--- src/rtl/map_position_ctrl.sv ---
// Sprite/map centre position controller: samples direction buttons once per
// frame at the vsync falling edge and moves x/y with a ramping, clamped speed.
module map_position_ctrl #(
  parameter logic [15:0] X_INIT       = 16'd512,
  parameter logic [15:0] Y_INIT       = 16'd384,
  parameter logic [15:0] X_MIN        = 16'd35,
  parameter logic [15:0] X_MAX        = 16'd988,
  parameter logic [15:0] Y_MIN        = 16'd25,
  parameter logic [15:0] Y_MAX        = 16'd742,
  parameter logic [3:0]  STEP_MAX     = 4'd8,
  parameter logic [3:0]  ACCEL_FRAMES = 4'd4
) (
  input  logic        clk,
  input  logic        reset,
  input  logic        vsync,
  input  logic        up,
  input  logic        down,
  input  logic        left,
  input  logic        right,
  input  logic        hold,
  output logic [15:0] x,
  output logic [15:0] y,
  output logic        frame_tick,
  output logic        moving
);

  typedef enum logic [1:0] {IDLE, MOVING, HOLD} state_t;

  state_t      state, state_nx;
  logic        vsync_d, tick;
  logic [3:0]  speed, speed_nx, fcnt, fcnt_nx;
  logic [15:0] x_nx, y_nx;
  logic        xinc, xdec, yinc, ydec;
  logic [16:0] x_sum, y_sum, x_lo, y_lo;

  assign tick = vsync_d & ~vsync;
  assign xinc = right & ~left;
  assign xdec = left & ~right;
  assign yinc = down & ~up;
  assign ydec = up & ~down;

  // 17-bit sums so the clamp tests cannot wrap
  assign x_sum = {1'b0, x} + {13'd0, speed};
  assign y_sum = {1'b0, y} + {13'd0, speed};
  assign x_lo  = {1'b0, X_MIN} + {13'd0, speed};
  assign y_lo  = {1'b0, Y_MIN} + {13'd0, speed};

  always_comb begin
    state_nx = state;
    x_nx     = x;
    y_nx     = y;
    speed_nx = speed;
    fcnt_nx  = fcnt;
    if (tick) begin
      if (hold) begin
        state_nx = HOLD;
        speed_nx = 4'd1;
        fcnt_nx  = '0;
      end else if (!(xinc | xdec | yinc | ydec)) begin
        state_nx = IDLE;
        speed_nx = 4'd1;
        fcnt_nx  = '0;
      end else begin
        state_nx = MOVING;
        if (xinc)
          x_nx = (x_sum > {1'b0, X_MAX}) ? X_MAX : x_sum[15:0];
        else if (xdec)
          x_nx = ({1'b0, x} < x_lo) ? X_MIN : x - {12'd0, speed};
        if (yinc)
          y_nx = (y_sum > {1'b0, Y_MAX}) ? Y_MAX : y_sum[15:0];
        else if (ydec)
          y_nx = ({1'b0, y} < y_lo) ? Y_MIN : y - {12'd0, speed};
        if (fcnt == ACCEL_FRAMES - 4'd1) begin
          fcnt_nx  = '0;
          speed_nx = (speed >= STEP_MAX) ? STEP_MAX : speed + 4'd1;
        end else begin
          fcnt_nx = fcnt + 4'd1;
        end
      end
    end
  end

  always_ff @(posedge clk or posedge reset) begin
    if (reset) begin
      state      <= IDLE;
      vsync_d    <= 1'b1;
      frame_tick <= 1'b0;
      x          <= X_INIT;
      y          <= Y_INIT;
      speed      <= 4'd1;
      fcnt       <= '0;
    end else begin
      state      <= state_nx;
      vsync_d    <= vsync;
      frame_tick <= tick;
      x          <= x_nx;
      y          <= y_nx;
      speed      <= speed_nx;
      fcnt       <= fcnt_nx;
    end
  end

  assign moving = (state == MOVING);

endmodule

--- config.mk ---
export PLATFORM = sky130hd
export DESIGN_NAME = map_position_ctrl
export DESIGN_NICKNAME = d
export VERILOG_FILES = /design/src/rtl/map_position_ctrl.sv
export SDC_FILE = /design/constraint.sdc
export NUM_CORES = 1
export LEC_CHECK = 0
export CAP_MARGIN = 30
export CORE_UTILIZATION = 40
export CTS_BUF_LIST = sky130_fd_sc_hd__clkbuf_2 sky130_fd_sc_hd__clkbuf_4 sky130_fd_sc_hd__clkbuf_8
export DETAILED_ROUTE_END_ITERATION = 12
export PLACE_DENSITY = 0.71
export SLEW_MARGIN = 15
export SYNTH_ARGS = -nofsm -noshare
export SYNTH_HDL_FRONTEND = slang
export SYNTH_SLANG_ARGS = --single-unit
--- constraint.sdc ---
create_clock -name clk -period 7.9 [get_ports clk]
set_input_delay 0.79 -clock clk [delete_from_list [all_inputs] [get_ports clk]]
set_output_delay 0.79 -clock clk [all_outputs]
set_load 0.1 [all_outputs]
==> qor.txt, run 1 <==
outcome: finished, final reports clean
io pins: 42
Cells after DPL: 654
grt ovf: 0
vias in the first global route: 3934
cell taking the most area after synthesis: dfrtp_1
gr usage total: 20.96%
maxcap violations: 0
CP Capture Type: flip-flop
slowest stage cell, crit path: o21ai_1
Final Cycle Share: 47.76%
routed len/inst: 17.19 µm
vias per cell: 6.021
CP Class: flip-flop to flip-flop
Psw: 0.9301 mW
Mapped Nets: 549
FFs w/ async S/R, synth: 100.0%
Post-CTS Hold Buffers: 0
most numerous cell in the Yosys netlist: dfrtp_1
first-pass GRT wire length: 18920 µm
die height: 104.2 µm
Hold Path Class: flip-flop to flip-flop
DIE WIDTH: 104.2 µm
Worst setup SP type: flip-flop
Hold Vio Cnt, Final: 0
clock period minus worst slack: 3.773 ns
syn avg cell area: 8.287 µm²
postcts setup bufs: 0
Post-synth top cells: dfrtp_1, nor2_1, nand2_1
# resized after CTS: 0
Iteration-0 DRC Markers: 200
share of Yosys cell area claimed by the top area cell type: 23.37%
Placeable Area: 0.009955 mm²
DR vias: 3986
buffers and inverters on the worst path: 1
design internal power: 0.6804 mW
crit-path leading delay family: compound AO/OA/AOI/OAI gates
Netlist cell types: 82
FILL cells: 974
FMAX: 265.1 MHz
Yosys reg bits: 44
worst-path fanout max: 12
slew at the pin with the worst max-slew slack: 0.9754 ns
CTS Buffer Depth: 2
synth warn: 0
CTS tree: yes
I/O Buffers: 41
Clock Skews: 0.01052 ns
Worst EP arrival: 3.92 ns
reg-to-reg startpoint: speed[1]
DR DRC count: 0
Final nets: 574
initial antenna violation count: 0
RSZ-0062 raised after global routing: false
setup violators final: 0
Routability Congestion: 0.8993
1st-pass router iterations: 5
pwr/cell area: 339.5 mW/mm²
Cells after Synth: 504
Site Rows: 36
largest net degree at the start of global routing: 34
Flop pwr share: 23.1%
CTS H-tree depth: 2
switching fraction of total power: 57.75%
CP max stage delay: 0.75 ns
leak pwr: 1.924 nW
R2R setup slack: 4.13 ns
Sum Neg Setup Slack: 0 ns
WL final: 11380 µm
mapped cell area: 0.004177 mm²
hold path start: state[0]
Diodes inserted: 0
Hold EP: state[0]
Relative slew margins: 34.77%
Starting Density: 41.96%
CP dominant cell by count: ha_1
Most used DFF post-synth: dfrtp_1
Post-DP HPWL: 8511 µm
WP data required: 8.05 ns
top post-synthesis cells by area: dfrtp_1, ha_1, o21ai_0
register area share after synthesis: 26.51%
worst hold stages: 1
Final ANT Viol Nets: 0
Synth-to-Final Area Change: 13.57%
clock sink count: 44
Num CTS Buffers: 5
clock power share: 9.0%
Reg2Reg Depth: 10
Non-Filler Instances: 662
Logic pwr share: 67.9%
VDD IR-drop max: 286.0 µV
clk root buf: clkbuf_8
EDFF count, synth: 0
RR Endpoint: x[7]
Max Transition Viols Final: 0
layout cells sized above 1: 6.805%
clk_lat worst skew: 0.31 ns
ordered list of cells on the worst path: inv_1, ha_1, or3_1, ha_1, a2111oi_0, nand3b_4, o21ai_1, a21oi_1, o31ai_1, o311ai_1
Die Footprint: 0.01085 mm²
Clock transition at path regs: 0.09 ns
==> power groups by stage <==
stage	combinational (mW)	sequential [mW]	clock [mW]
CTS	1.08	0.373	0.147
global route	1.17	0.385	0.156
detailed placement	1.08	0.375	0
finish	1.09	0.372	0.145
floorplan	0.584	0.623	0
global placement	1.06	0.374	0
==> cells by family after synthesis <==
family,count (synthesis),share of synthesized area (%)
AOI/OAI and AO/OA,176,29.57
xor gates and xnor gates,16,3.355
adders and majority gates,37,11.80
buffers and inverters,57,5.812
DFF,44,26.51
muxes,5,1.228
and+or+nand+nor,169,21.72
==> cell usage in the layout, fill, tap and decap left out, types with 5 or more instances in the layout <==
cell type	instances
a21oi_1	28
inv_1	27
a21o_1	6
nor2_1	36
clkdlybuf4s50_1	41
o21ai_0	34
ha_1	33
or3_1	5
nor3_1	24
dfrtp_1	39
nand3_1	12
dfstp_2	5
nand2b_1	11
a31oi_1	7
o31ai_1	8
nand2_1	35
clkbuf_8	5
xnor2_1	14
a211oi_1	7
nor2b_1	15
o21ai_1	14
o211ai_1	7
==> worst register-to-register path: cells and delay by family, from the launching register on <==
kind / cells / cell delay, ns
AOI/OAI and AO/OA: 5 / 1.93
adders and majority gates: 2 / 0.46
buffers and inverters: 1 / 0.24
DFF: 1 / 0.51
and+or+nand+nor: 2 / 0.46
==> stage by stage <==
stage	area (µm²)	util (%)	total power [mW]	hold slack [ns]	setup WS, ns
after global placement	4634	46.56	1.438	0.4554	4.383
after global routing	4743	47.65	1.710	0.5015	3.926
final	4743	47.65	1.610	0.4807	4.127
after detailed placement	4654	46.76	1.454	0.4626	4.240
after floorplan	4177	-	1.207	0.4419	4.451
after CTS	4736	47.57	1.603	0.4825	4.173
==> worst max path at each step <==
stage	cells after the start	slack, ns	from	end
2_1_floorplan	9	4.45	x[1]	x[0]
3_3_place_gp	10	4.38	speed[1]	x[7]
3_5_place_dp	10	4.24	speed[1]	x[7]
4_1_cts	10	4.17	speed[1]	x[7]
5_1_grt	10	3.93	speed[1]	x[7]
6_report	10	4.13	speed[1]	x[7]
==> flip-flops by register name (all words and copies together) (netlist names) <==
name / flops
frame_tick: 1
state: 2
vsync_d: 1
y: 16
fcnt: 4
speed: 4
x: 16
==> layout make-up <==
type	instances	area, µm²	area share (%)
inverters	31	116.4	2.453
well taps	133	166.4	3.508
clock buffers	5	68.82	1.451
multi-input cells	403	2826	59.59
repair buffers	44	445.4	9.391
flip-flops and latches	44	1107	23.34
clock inverters	2	12.51	0.2638
==> metal layers <==
layer  track usage [%]  wire length [µm]  up-vias
li1                  -                 -     1917
met1             26.41              4892     1895
met2             36.62              5627      155
met3             2.820               654       19
met4             7.245               206        0
met5                 0                 0        -
(Power assumes the default switching activity.)
==> run 2: changes to the inputs <==
==> constraint.sdc (replaced) <==
create_clock -name clk -period 3.67 [get_ports clk]
set_input_delay 0.367 -clock clk [delete_from_list [all_inputs] [get_ports clk]]
set_output_delay 0.367 -clock clk [all_outputs]
set_load 0.1 [all_outputs]
==> run 2 against run 1 <==
- register-to-register slack worse by 3.9 ns
- largest power group unchanged
- largest cell class unchanged
- clock power increased to 3.2 times the previous value
- setup slack lost 3.9 ns
- worst hold slack got worse by 0.084 ns
- clock skew barely moved
- die area unchanged
- via count up 2.3%
- global-route usage grew 0.91 points
- critical path type unchanged
==> qor.txt, run 2 (same netlist as run 1, synthesis figures left out) <==
Site Rows: 36
CTS tree: yes
outcome: finished, final reports clean
layout cells sized above 1: 8.380%
Worst EP arrival: 3.61 ns
Hold Path Class: input port to asynchronous set/reset pin
Clock Skews: 0.01074 ns
clk root buf: clkbuf_8
overall power: 3.676 mW
Die Footprint: 0.01085 mm²
first-pass GRT wire length: 19610 µm
Final Cell Area: 0.004856 mm²
DIE WIDTH: 104.2 µm
worst-path fanout max: 12
Reg2Reg Depth: 9
slowest stage cell, crit path: or4_1
Non-Filler Instances: 670
setup violators final: 0
DR DRC count: 0
Relative slew margins: 34.78%
clock period minus worst slack: 3.396 ns
clock sink count: 44
postcts setup bufs: 0
Final Cycle Share: 92.53%
initial antenna violation count: 0
Post-DP HPWL: 8602 µm
Diodes inserted: 0
Iteration-0 DRC Markers: 270
pwr/cell area: 757.0 mW/mm²
I/O Buffers: 41
Post-Route Utilization: 48.78%
Worst setup SP type: flip-flop
worst setup margin: 0.2742 ns
Sum Neg Setup Slack: 0 ns
Min Hold Slack: 0.3964 ns
CTS Buffer Depth: 2
CP Class: flip-flop to flip-flop
gr usage total: 21.87%
vias per cell: 6.084
R2R setup slack: 0.27 ns
biggest regs: x x16, y x16
Starting Density: 41.96%
clk_lat worst skew: 0.31 ns
Routability Congestion: 0.9420
Placeable Area: 0.009955 mm²
die height: 104.2 µm
routed len/inst: 16.96 µm
largest net degree at the start of global routing: 25
Clock transition at path regs: 0.10 ns
Synth-to-Final Area Change: 16.27%
CTS H-tree depth: 2
pre-CTS setup slack: 0.3363 ns
WP data required: 3.88 ns
maxcap violations: 0
Final nets: 581
grt ovf: 0
CP max stage delay: 0.52 ns
leak pwr: 1.980 nW
Post-DP Area: 0.004715 mm²
1st-pass router iterations: 4
Num CTS Buffers: 5
io pins: 42
vias in the first global route: 3967
ordered list of cells on the worst path: clkinv_1, ha_1, nor2b_1, a211o_1, or4_1, a21oi_1, o22ai_1, a211oi_4, o221ai_1
reg-to-reg startpoint: speed[3]
VDD IR-drop max: 558.3 µV
RR Endpoint: y[7]
RSZ-0062 raised after global routing: false
Cells after DPL: 662
slew at the pin with the worst max-slew slack: 0.9753 ns
commonest non-fill, non-tap cell in the layout: clkdlybuf4s50_1
Final ANT Viol Nets: 0
DR vias: 4076
Max Transition Viols Final: 0
FMAX: 294.5 MHz
WL final: 11370 µm
CP Capture Type: flip-flop
Hold Vio Cnt, Final: 0
most frequent cells in the layout: clkdlybuf4s50_1, dfrtp_1, nor2_1
[run 2: cell count changes in the layout (fill, tap and decap cells not counted), sizes merged]
cell	delta
clkbuf	+1
bufinv	+2
clkinvlp	-1
buf	+7
clkinv	-1
[run 2: how the worst max path moves through the flow]
stage	slack, ns	to	depth (start not counted)	startpoint
2_1_floorplan	0.22	x[0]	9	x[1]
3_3_place_gp	0.47	x[3]	11	speed[0]
3_5_place_dp	0.34	x[6]	8	speed[3]
4_1_cts	0.31	x[6]	8	speed[3]
5_1_grt	0.03	x[0]	8	speed[3]
6_report	0.27	y[7]	9	speed[3]
[run 2: metal layers]
metal	routed length (µm)	track usage, %	part of all wire, %
met4	197	8.163	1.7
met2	5669	38.71	50
met5	0	0	0
met3	490	2.569	4.3
met1	5008	27.12	44
[run 2: final cells by class]
cell class                      instances  area [µm²]
Fill cell                             938        5099
Tap cell                              133       166.4
Timing Repair Buffer                   51       498.0
Clock inverter                          2       60.06
Inverter                               31       116.4
Clock buffer                            6       76.32
Multi-Input combinational cell        403        2831
Sequential cell                        44        1107
[run 2: timing repair]
| item | 4_1_cts | 5_1_grt |
|---|---|---|
| endpoints found under the setup margin | 0 | 1 |
| hold buffers | 0 | 0 |
| gates resized for setup | 0 | 1 |
[run 2: worst max-delay path, delay by kind of cell (launching register included)]
| family | cells | cell delay, ns |
|---|---|---|
| compound gates | 5 | 1.37 |
| simple gates | 2 | 0.71 |
| flops | 1 | 0.49 |
| fa+ha+maj | 1 | 0.46 |
| buf+inv | 1 | 0.27 |
[run 2: power breakdown]
part	internal, mW	switching (mW)
clock network	0.280	0.189
registers	0.583	0.200
logic	0.798	1.62
